<file path="src/rtl/sw_lap_ctl.sv">
// sw_lap_ctl: stopwatch / countdown timer with a lap-capture FIFO.
// A one-hot FSM (IDLE, COUNTING, PAUSED, DONE) drives a registered time
// counter. Laps are snapshots of the counter pushed into a small FIFO.
// Any return to IDLE flushes the FIFO and its sticky overflow flag.
module sw_lap_ctl #(
    parameter int WIDTH      = 16,
    parameter int DEPTH      = 4,
    parameter int COUNT_DOWN = 0
) (
    input  logic                       clk,
    input  logic                       reset,
    input  logic                       tick,
    input  logic                       trig,
    input  logic                       split,
    input  logic [WIDTH-1:0]           preset,
    output logic [WIDTH-1:0]           count,
    output logic                       running,
    output logic                       paused,
    output logic                       done,
    output logic [WIDTH-1:0]           lap_data,
    output logic                       lap_valid,
    input  logic                       lap_rd,
    output logic [$clog2(DEPTH):0]     lap_count,
    output logic                       lap_overflow
);

    localparam int PW = $clog2(DEPTH);
    localparam int CW = PW + 1;

    localparam logic [WIDTH-1:0] TIME_ONE = WIDTH'(1);
    localparam logic [PW-1:0]    PTR_ONE  = PW'(1);
    localparam logic [CW-1:0]    CNT_ONE  = CW'(1);
    localparam logic [CW-1:0]    CNT_FULL = CW'(DEPTH);

    typedef enum logic [3:0] {
        IDLE     = 4'b0001,
        COUNTING = 4'b0010,
        PAUSED   = 4'b0100,
        DONE     = 4'b1000
    } state_t;

    state_t state_q;
    state_t state_d;

    logic             expire;
    logic             capture;
    logic             pop;
    logic             full;
    logic             do_push;
    logic             ovf_set;
    logic             clear;
    logic [PW-1:0]    wr_ptr;
    logic [PW-1:0]    rd_ptr;
    logic [WIDTH-1:0] lap_mem [DEPTH];

    // A down-counting tick that would leave count at zero ends the run
    assign expire  = (COUNT_DOWN != 0) && (state_q == COUNTING) && tick && (count == TIME_ONE);

    // Lap requests are honoured only while counting, and trig takes precedence
    assign capture = (state_q == COUNTING) && split && !trig;
    assign pop     = lap_rd && lap_valid;
    assign full    = (lap_count == CNT_FULL);
    assign do_push = capture && (!full || pop);
    assign ovf_set = capture && full && !pop;
    assign clear   = (state_d == IDLE);

    // State register
    always_ff @(posedge clk or negedge reset) begin
        if (!reset) begin
            state_q <= IDLE;
        end else begin
            state_q <= state_d;
        end
    end

    // Next-state logic; expiry beats a same-cycle trig so DONE always sees count=0
    always_comb begin
        state_d = state_q;
        unique case (state_q)
            IDLE: begin
                if (trig) begin
                    if ((COUNT_DOWN != 0) && (preset == '0)) begin
                        state_d = DONE;
                    end else begin
                        state_d = COUNTING;
                    end
                end
            end
            COUNTING: begin
                if (expire) begin
                    state_d = DONE;
                end else if (trig) begin
                    state_d = PAUSED;
                end
            end
            PAUSED: begin
                if (trig) begin
                    state_d = COUNTING;
                end else if (split) begin
                    state_d = IDLE;
                end
            end
            DONE: begin
                if (trig || split) begin
                    state_d = IDLE;
                end
            end
            default: state_d = IDLE;
        endcase
    end

    // Status outputs decode from the state register only
    always_comb begin
        running = (state_q == COUNTING);
        paused  = (state_q == PAUSED);
        done    = (state_q == DONE);
    end

    // Time counter: load in IDLE, step on tick while counting, hold when paused
    always_ff @(posedge clk or negedge reset) begin
        if (!reset) begin
            count <= '0;
        end else begin
            unique case (state_q)
                IDLE: begin
                    if (COUNT_DOWN != 0) begin
                        count <= preset;
                    end else begin
                        count <= '0;
                    end
                end
                COUNTING: begin
                    if (tick) begin
                        if (COUNT_DOWN == 0) begin
                            count <= count + TIME_ONE;
                        end else if (count != '0) begin
                            count <= count - TIME_ONE;
                        end
                    end
                end
                PAUSED: begin
                    count <= count;
                end
                DONE: begin
                    count <= '0;
                end
                default: count <= '0;
            endcase
        end
    end

    // Lap FIFO control: pointers, occupancy and sticky overflow
    always_ff @(posedge clk or negedge reset) begin
        if (!reset) begin
            wr_ptr       <= '0;
            rd_ptr       <= '0;
            lap_count    <= '0;
            lap_overflow <= 1'b0;
        end else if (clear) begin
            wr_ptr       <= '0;
            rd_ptr       <= '0;
            lap_count    <= '0;
            lap_overflow <= 1'b0;
        end else begin
            if (do_push) begin
                wr_ptr <= wr_ptr + PTR_ONE;
            end
            if (pop) begin
                rd_ptr <= rd_ptr + PTR_ONE;
            end
            if (do_push && !pop) begin
                lap_count <= lap_count + CNT_ONE;
            end else if (pop && !do_push) begin
                lap_count <= lap_count - CNT_ONE;
            end
            if (ovf_set) begin
                lap_overflow <= 1'b1;
            end
        end
    end

    // Lap storage captures the pre-tick count; contents are meaningless while empty
    always_ff @(posedge clk) begin
        if (do_push && !clear) begin
            lap_mem[wr_ptr] <= count;
        end
    end

    assign lap_data  = lap_mem[rd_ptr];
    assign lap_valid = (lap_count != '0);

endmodule

</file>
<file path="config.mk">
export PLATFORM = sky130hd
export DESIGN_NAME = sw_lap_ctl
export DESIGN_NICKNAME = d
export VERILOG_FILES = /design/src/rtl/sw_lap_ctl.sv
export SDC_FILE = /design/constraint.sdc
export NUM_CORES = 1
export LEC_CHECK = 0
export ABC_AREA = 0
export CAP_MARGIN = 20
export CORE_UTILIZATION = 55
export CTS_BUF_LIST = sky130_fd_sc_hd__clkbuf_2 sky130_fd_sc_hd__clkbuf_4 sky130_fd_sc_hd__clkbuf_8
export CTS_CLUSTER_DIAMETER = 80
export DETAILED_ROUTE_END_ITERATION = 8
export DONT_BUFFER_PORTS = 1
export PLACE_DENSITY = 0.8
export SETUP_SLACK_MARGIN = 0.2
export SYNTH_ARGS = -nofsm -noshare
export SYNTH_HDL_FRONTEND = slang
export SYNTH_SLANG_ARGS = --single-unit
</file>
<file path="constraint.sdc">
create_clock -name clk -period 3.84 [get_ports clk]
set_input_delay 0.96 -clock clk [delete_from_list [all_inputs] [get_ports clk]]
set_output_delay 0.96 -clock clk [all_outputs]
set_load 0.02 [all_outputs]
</file>
==> qor.csv <==
stage,metric,value,unit
status,status,completed,
clock_network,"Setup Fix Bufs, Post-CTS",0,
timing,Rel. slew slack,29.5,%
timing,Final Hold Fails,0,
pwr,Pwr Density,486,mW/mm2
floorplanning,FP Rows,30,
timing,RSZ-0062 raised after global routing,no,
synth,"Avg Cell Area, Syn",15.3,um2
critical_path,crit-path cells,"or4b_4, or2_1, a311oi_1, fa_1, a31oi_1, o221ai_1, a221oi_1",
critical_path,Worst Path Required,4090,ps
synth,#FFs+latches synth,92,
pwr,leakage power,1.37,nW
pwr,switching power total,0.000490,W
detailed_routing,Post-DRT Antenna Nets,0,
critical_path,"Max stage delay cell, worst path",or4b_4,
detailed_routing,WL final,6730,um
synth,Synth Instances,257,
clock_network,Skew-Pair Late Insertion Delay,350,ps
synth,Area contributors post-synth,"edfxtp_1 (49%), dfrtp_1 (17%), mux4_2 (9.2%), xor2_1 (3.3%), nor2_1 (2.3%)",
critical_path,CP Data Arrival Time,3220,ps
synth,post-synthesis async set-or-reset flop share,30.4,%
cells_and_area,fraction of layout cells with a size suffix above 1,17.2,%
flow_run,max_cap viols,0,
timing,Slew @ Worst Pin,1040,ps
placement,Place WS,872,ps
floorplanning,DIE AREA,0.00749,mm2
floorplanning,Starting Density,57.5,%
timing,fin crit period,2980,ps
global_route,global-route wire length before repair,11200,um
clock_network,number of buffers created by CTS,9,
detailed_routing,drt drc,0,
critical_path,CP max stage delay,590,ps
cells_and_area,ant diodes,0,
pwr,VDD IR-drop max,0.279,mV
detailed_routing,average wire per standard cell,18.5,um
synth,leading area contributor after synthesis,edfxtp_1,
pwr,Clk pwr share,37.2,%
synth,top cell type's share of synthesized area,48.9,%
global_route,total gr overflow,0,
timing,post-route setup TNS,0,ps
global_route,initial antenna violation count,0,
detailed_routing,vias per inst,5.87,
placement,IO Port Bufs,0,
clock_network,clk sinks,92,
pwr,combinational share of power,8.5,%
detailed_routing,TritonRoute pass-1 iters,5,
pwr,switching part of the total,23.6,%
placement,GP Congestion,0.750,
timing,Clock Skew,12.3,ps
timing,"Slew Viols, Final",0,
synth,"Seq/Total Area, Yosys",66.8,%
critical_path,Crit. End Element,register,
synth,"Cell Area, Synth",0.00393,mm2
synth,"EDFF count, synth",64,
floorplanning,core footprint,0.00683,mm2
synth,post-synth cell types,46,
cells_and_area,fill count,540,
floorplanning,io pins,62,
critical_path,"Max FO, Critical Path",10,
cells_and_area,"most common cell after layout, fill and taps aside",edfxtp_1,
clock_network,Clock H-tree levels,3,
timing,final setup vio count,0,
detailed_routing,DRT iter0 DRCs,93,
floorplanning,Die Height,86.5,um
cells_and_area,Area growth syn-to-layout,8.82,%
clock_network,CTS-repair resized insts,0,
placement,hpwl dp,4210,um
pwr,Reg power frac,54.3,%
floorplanning,die width,86.5,um
timing,f_max,336,MHz
global_route,vias in the first global route,2158,
min_path,worst hold path class,input pin to asynchronous set/reset pin,
timing,final worst slack,863,ps
cells_and_area,most frequent cells in the layout,"edfxtp_1 (64), dfrtp_1 (27), nor2_1 (24)",
global_route,All-Layer GR Usage,20.7,%
critical_path,critical path class,register to register,
synth,most used flip-flop cell after synthesis,edfxtp_1,
synth,"Net Count, Synth",285,
timing,Final period util,77.5,%
clock_network,root buffer cell,clkbuf_8,
pwr,total power,0.00208,W
global_route,largest net degree at the start of global routing,29,
critical_path,Startpoint Class,register,
clock_network,CTS tree,done,
synth,yosys warns,0,
critical_path,Worst R2R Setup Slack,860,ps
pwr,Int Pwr,0.00159,W
cells_and_area,# nets final,290,
clock_network,Clock Path Buffers,2,
detailed_routing,DR vias,2130,
clock_network,Post-CTS Hold Buffers,0,
clock_network,"CTS clk-pin slew, worst paths",90,ps
-- synthesized netlist by cell type (5+ instances only) --
library cell / instances
nand2_1: 11
xor2_1: 15
inv_1: 7
nand3_1: 10
a21oi_1: 5
mux4_2: 16
dfrtp_1: 27
clkbuf_1: 7
ha_1: 5
nand4_1: 5
nor2_1: 24
edfxtp_1: 64
and2_1: 6
-- sequential cells by signal (all words and copies together), names as in the netlist --
| register | flops |
|---|---|
| state_q | 4 |
| count | 16 |
| lap_overflow | 1 |
| lap_mem | 64 |
| wr_ptr | 2 |
| lap_count | 3 |
| rd_ptr | 2 |
-- metrics by stage --
stage / instance area (um2) / std cells / hold slack [ps] / utilization (%)
2_1_floorplan: 3930 / 257 / 520 / -
3_3_place_gp: 4030 / 347 / 550 / 59.0
3_5_place_dp: 4030 / 347 / 583 / 59.0
4_1_cts: 4280 / 363 / 274 / 62.6
5_1_grt: 4280 / 363 / 268 / 62.6
6_report: 4280 / 363 / 291 / 62.6
-- logic make-up after synthesis --
logic type	share of synthesized area, %
buffers and inverters	2.26
xor gates and xnor gates	4.20
AOI/OAI and AO/OA	4.93
muxes	9.74
adders and majority gates	2.10
and+or+nand+nor	10.0
DFF	66.8
-- worst paths after layout --
path                                        from                  endpoint  cells after the start
max                         state_q[3]$_DFF_PN0_  lap_count[1]$_DFFE_PN0P_                      7
min                                        reset      count[9]$_DFFE_PN0P_                      0
max reg2reg                 state_q[3]$_DFF_PN0_  lap_count[1]$_DFFE_PN0P_                      7
min reg2reg                rd_ptr[0]$_DFFE_PN0P_     rd_ptr[0]$_DFFE_PN0P_                      2
max in group asynchronous                  reset      state_q[0]$_DFF_PN1_                      0
min in group clk           rd_ptr[0]$_DFFE_PN0P_     rd_ptr[0]$_DFFE_PN0P_                      2
-- critical path: cells and delay by family, from the launching register on --
family                   cells  cell delay [ps]
adder cells (fa/ha/maj)      1              480
AND/OR/NAND/NOR              2              970
AO/OA/AOI/OAI                4              920
flip-flops                   1              500
-- power by group through the flow --
| stage | clock [W] | combinational (W) | sequential [W] |
|---|---|---|---|
| 3_5_place_dp | 0 | 0.000177 | 0.00115 |
| 5_1_grt | 0.000826 | 0.000198 | 0.00114 |
| 4_1_cts | 0.000786 | 0.000178 | 0.00113 |
| 3_3_place_gp | 0 | 0.000174 | 0.00115 |
| 2_1_floorplan | 0 | 0.000171 | 0.00112 |
| 6_report | 0.000773 | 0.000177 | 0.00113 |
-- layer usage --
| layer | vias to the layer above | track usage (%) | share of wire [%] |
|---|---|---|---|
| met5 | - | 0 | 0 |
| met4 | 0 | 9.85 | 1.3 |
| met3 | 7 | 4.67 | 5.6 |
| met2 | 57 | 33.9 | 50 |
| met1 | 1084 | 26.5 | 43 |
| li1 | 982 | - | - |
-- layout make-up --
class | count | area (um2) | area share (%)
flip-flops and latches | 92 | 2620 | 61.4
inverters | 7 | 26.3 | 0.614
repair buffers | 6 | 45.0 | 1.05
clock inverters | 7 | 120 | 2.81
clock buffers | 9 | 124 | 2.90
multi-input cells | 146 | 1220 | 28.5
well taps | 96 | 120 | 2.81
(Power assumes the default switching activity.)
